[src/rtl/dm_uart_dumper.sv]
// dm_uart_dumper: reads a block of data memory and streams each byte out as an 8N1 UART frame
module dm_uart_dumper #(
  parameter int ADDR_W = 8,
  parameter int DATA_W = 8,
  parameter int CLKS_PER_BIT = 434
) (
  input  logic              clk,
  input  logic              rst,
  input  logic              start,
  input  logic [ADDR_W-1:0] base_addr,
  input  logic [ADDR_W:0]   count,
  output logic [ADDR_W-1:0] mem_addr,
  input  logic [DATA_W-1:0] mem_rd_data,
  output logic              bus_req,
  output logic              tx,
  output logic              busy,
  output logic              done
);
  localparam int CW = $clog2(CLKS_PER_BIT);
  typedef enum logic [2:0] {IDLE, ADDR, WAIT, LOAD, START, DATA, STOP, FIN} state_t;
  state_t state;
  logic [CW-1:0] baud;
  logic [2:0] bit_idx;
  logic [DATA_W-1:0] shift;
  logic [ADDR_W:0] remaining;
  logic bit_end;
  assign bit_end = baud == CW'(CLKS_PER_BIT - 1);
  always_ff @(posedge clk) begin
    if (rst) begin
      state <= IDLE;
      baud <= '0;
      bit_idx <= '0;
      shift <= '0;
      remaining <= '0;
      mem_addr <= '0;
      bus_req <= 1'b0;
      tx <= 1'b1;
      busy <= 1'b0;
      done <= 1'b0;
    end else begin
      case (state)
        IDLE: if (start) begin
          remaining <= count;
          mem_addr <= base_addr;
          busy <= 1'b1;
          if (count == '0) begin
            done <= 1'b1;
            state <= FIN;
          end else begin
            bus_req <= 1'b1;
            state <= ADDR;
          end
        end
        ADDR: state <= WAIT;
        WAIT: state <= LOAD;
        LOAD: begin
          shift <= mem_rd_data;
          bus_req <= 1'b0;
          tx <= 1'b0;
          baud <= '0;
          state <= START;
        end
        START: if (bit_end) begin
          baud <= '0;
          tx <= shift[0];
          bit_idx <= '0;
          state <= DATA;
        end else baud <= baud + 1'b1;
        DATA: if (bit_end) begin
          baud <= '0;
          if (bit_idx == 3'd7) begin
            tx <= 1'b1;
            state <= STOP;
          end else begin
            tx <= shift[1];
            shift <= shift >> 1;
            bit_idx <= bit_idx + 1'b1;
          end
        end else baud <= baud + 1'b1;
        STOP: if (bit_end) begin
          baud <= '0;
          remaining <= remaining - 1'b1;
          if (remaining == (ADDR_W+1)'(1)) begin
            done <= 1'b1;
            busy <= 1'b0;
            state <= FIN;
          end else begin
            mem_addr <= mem_addr + 1'b1;
            bus_req <= 1'b1;
            state <= ADDR;
          end
        end else baud <= baud + 1'b1;
        FIN: begin
          done <= 1'b0;
          busy <= 1'b0;
          state <= IDLE;
        end
        default: state <= IDLE;
      endcase
    end
  end
endmodule

[config.mk]
export PLATFORM = sky130hd
export DESIGN_NAME = dm_uart_dumper
export DESIGN_NICKNAME = d
export VERILOG_FILES = /design/src/rtl/dm_uart_dumper.sv
export SDC_FILE = /design/constraint.sdc
export NUM_CORES = 1
export LEC_CHECK = 0
export CAP_MARGIN = 0
export CORE_MARGIN = 5
export CORE_UTILIZATION = 40
export DETAILED_ROUTE_END_ITERATION = 16
export RECOVER_POWER = 50
export SYNTH_ARGS = -nofsm -noshare
export SYNTH_HDL_FRONTEND = slang
export SYNTH_SLANG_ARGS = --single-unit
[constraint.sdc]
create_clock -name clk -period 2.1 [get_ports clk]
set_clock_uncertainty 0.1 [all_clocks]
set_input_delay 0.315 -clock clk [delete_from_list [all_inputs] [get_ports clk]]
set_output_delay 0.315 -clock clk [all_outputs]
set_load 0.01 [all_outputs]
==> results by group <==
Place
  • Port bufs: 39
  • GP Congestion: ~0.84
  • HPWL Detailed: 4.79 mm
  • Placed Area: approximately 3200 um2

Synth
  • Cell accounting for the most synthesized area: dfxtp_1
  • Post-synth net total: 357
  • Post-synth top area share: about a third
  • Cells after Synth: 322
  • Compound-Gate Fraction of Synth Area: 27.1%
  • Synthesized area per cell: 7.97 um2
  • Ys async rst share: 0%
  • Most used DFF post-synth: dfxtp_1
  • Post-synth EDFFs: 0
  • Seq cells post-synth: between 40 and 50
  • Synth Area in Simple Gates: 29.4%
  • Syn. warnings: 0
  • Post-synthesis mux area share: 0.780%
  • Post-Synth XOR/XNOR Area: 0.683%
  • Seq/Total Area, Yosys: 34.3%
  • Adder-cell share of the synthesized area: 3.41%
  • Yosys cell types: 62
  • Synth top area cells: dfxtp_1 34%, nand2_1 6.3%, a21oi_1 4.9%
  • Post-synthesis cell area: 2570 um2
  • Main combinational cell family by area after synthesis: simple AND/OR/NAND/NOR gates

Route
  • First DRT Iteration DRCs: 124
  • DRT Pass-1 Iters: 4
  • Detailed-route wire length per cell: 14.7 um
  • Post-route ant nets: 0
  • Routed WL: approximately 6.6 mm
  • Via density: 5.65
  • Total number of vias: 2558
  • # DRC: 0

Power
  • Comb pwr share: between 40% and 50%
  • Clk network pwr share: between 10% and 20%
  • Power consumption: 0.00314 W
  • Sw Ratio: slightly above 40%
  • Peak VDD IR: between 0.0003 and 0.0004 V
  • Lkg Pwr: 1.21 nW
  • Sequential share of power: 37.5%
  • Switch Pwr: 0.00127 W
  • Internal Power: 0.00186 W
  • Pwr Density: between 900 and 1000 nW/um2

Global routing
  • Vias in the first global route: 2387
  • First-pass GRT wire length: 11.6 mm
  • Largest net degree at the start of global routing: 23
  • Antenna violations before repair: 0
  • Grt ovf: 0
  • GR Util All Layers: 16.6%

Run status
  • Outcome: completed

Setup path
  • Critical Path Fanout Max: 3
  • Crit path kind: in -> reg
  • R2R Setup Slk: approximately 130 ps
  • Slowest CP cell: or4_1
  • CP peak stage delay: 540 ps
  • Worst Setup Start Kind: primary input
  • Buf/Inv on CP: 2
  • Crit end category: flop
  • Crit path max-delay family: simple AND/OR/NAND/NOR gates
  • CP Cell Sequence: clkdlybuf4s50_1, or4_1, nor4_2, buf_4, nor3_1, o21ai_0, o32ai_1
  • WP data required: 2180 ps
  • WP data arrival: 2070 ps

Min path
  • HP Class: reg -> reg

Clocking
  • Clock Pin Slew Worst Setup and Hold Paths: 80 ps
  • Clock root buffer: clkbuf_8
  • CTS buffer count: 5
  • CTS tree: done
  • Deepest clock path buffer count: 2
  • Clk sink count: 44
  • Htree depth: 2
  • Clk_lat worst skew: 300 ps
  • Resize count post-CTS: 0

Floorplanning
  • Row count: 29
  • Num ports: 40
  • Chip width: 90.1 um
  • Die height: 90.1 um
  • Initial Utilization: 40.9%
  • Core Region: 6280 um2
  • Die area: 8120 um2

Final layout
  • Nets: approximately 410
  • Layout fillers: 614
  • Final Util: 52.0%
  • Number of diodes: 0
  • Post-Layout Inst Area: 3270 um2
  • Share of post-route cells with drive strength above 1: 13.0%
  • P&R area growth vs syn: 27.3%

STA
  • Fmax: 503 MHz
  • Worst-Margin Slew: 465 ps
  • Headroom to the max-slew limit: 68.8%
  • Final number of hold-violating endpoints: 0
  • Final Max Tran Viols: 0
  • RSZ-0062 raised after global routing: no
  • Sum of negative setup slack: 0 ps
  • Final cycle utilization of the critical path: 94.6%
  • Final setup fails: 0
  • Min Tclk post-route: ~2000 ps
  • WHS: 359 ps

Flow run
  • MaxCap Viol Count: 0
[stage by stage]
step	worst slack, ps	std cells
3_3_place_gp	-163	445
4_1_cts	95.4	452
3_5_place_dp	-194	445
6_report	113	453
5_1_grt	2.97	453
2_1_floorplan	275	322
[routing by layer]
layer | vias up | GRT usage [%] | share of wire (%)
met5 | - | 0 | 0
met4 | 0 | 4.09 | 0.83
met3 | 6 | 4.09 | 4.5
met2 | 50 | 24.8 | 46
met1 | 1196 | 23.9 | 48
li1 | 1306 | - | -
[layout by cell type, fill, tap and decap left out, drive strengths merged, types with 6 or more instances in the layout]
cell,netlist,routed
a21oi,26,26
a311oi,8,8
ha,7,7
dlygate4sd3,0,11
nor3,10,10
dfxtp,44,44
o211ai,6,6
nand2,43,43
a31oi,7,7
clkdlybuf4s50,0,28
buf,9,29
o21ai,23,23
nor2,32,32
nand3,17,17
inv,6,6
[state kept, by name (all words and copies together), names as in the netlist]
signal and count:
bit_idx 3, baud 9, bus_req 1, tx 1, state 3, done 1
mem_addr 8, busy 1, remaining 9, shift 8
[layout make-up]
class                   instances  area (um2)  share of cell area [%]
clock buffers                   5        68.8                    2.11
inverters                       6        22.5                   0.690
multi-input cells             253        1580                    48.3
flip-flops and latches         44         881                    27.0
well taps                      77        96.3                    2.95
repair buffers                 68         621                    19.0
[path summary, 6_finish.rpt]
kind                                  from           end  depth (start not counted)
worst max register to register     baud[1]  remaining[0]                          7
worst min-delay path            bit_idx[1]    bit_idx[1]                          2
worst max-delay path              count[4]       bus_req                          7
worst min register to register  bit_idx[1]    bit_idx[1]                          2
[timing repair]
action	in CTS	in global routing
hold buffers	0	0
pin swaps	1	1
endpoints found under the setup margin	1	7
buffers inserted	2	1
[cell usage after synthesis, drive strengths merged (5+ instances only)]
library cell,n
nor2,32
a31oi,7
a21oi,26
clkbuf,10
ha,7
o32ai,5
and2,5
o31ai,5
o21ai,23
and3,5
o211ai,6
buf,9
dfxtp,44
inv,6
nand3,17
nor3,10
nand2,43
a311oi,8
[cell families (layout without fill, tap and decap cells)]
kind of cell,Yosys count,in the layout
DFF,44,44
and+or+nand+nor,142,142
muxes,2,2
buffers and inverters,25,79
xor gates and xnor gates,2,2
adders and majority gates,7,7
AOI/OAI and AO/OA,100,100
[worst min-delay path: stages, from the launching register on]
cell and delay (ps):
dfxtp_1 320, nand2_1 50, a21oi_1 50
[power by group through the flow]
stage,logic [W],clock network [W],registers (W)
after floorplan,0.000984,0,0.00115
after global placement,0.00144,0,0.00119
after detailed placement,0.00145,0,0.00120
after CTS,0.00147,0.000518,0.00118
after global routing,0.00164,0.000556,0.00121
final,0.00146,0.000496,0.00118
No activity file was read; power rests on OpenSTA's default activity.
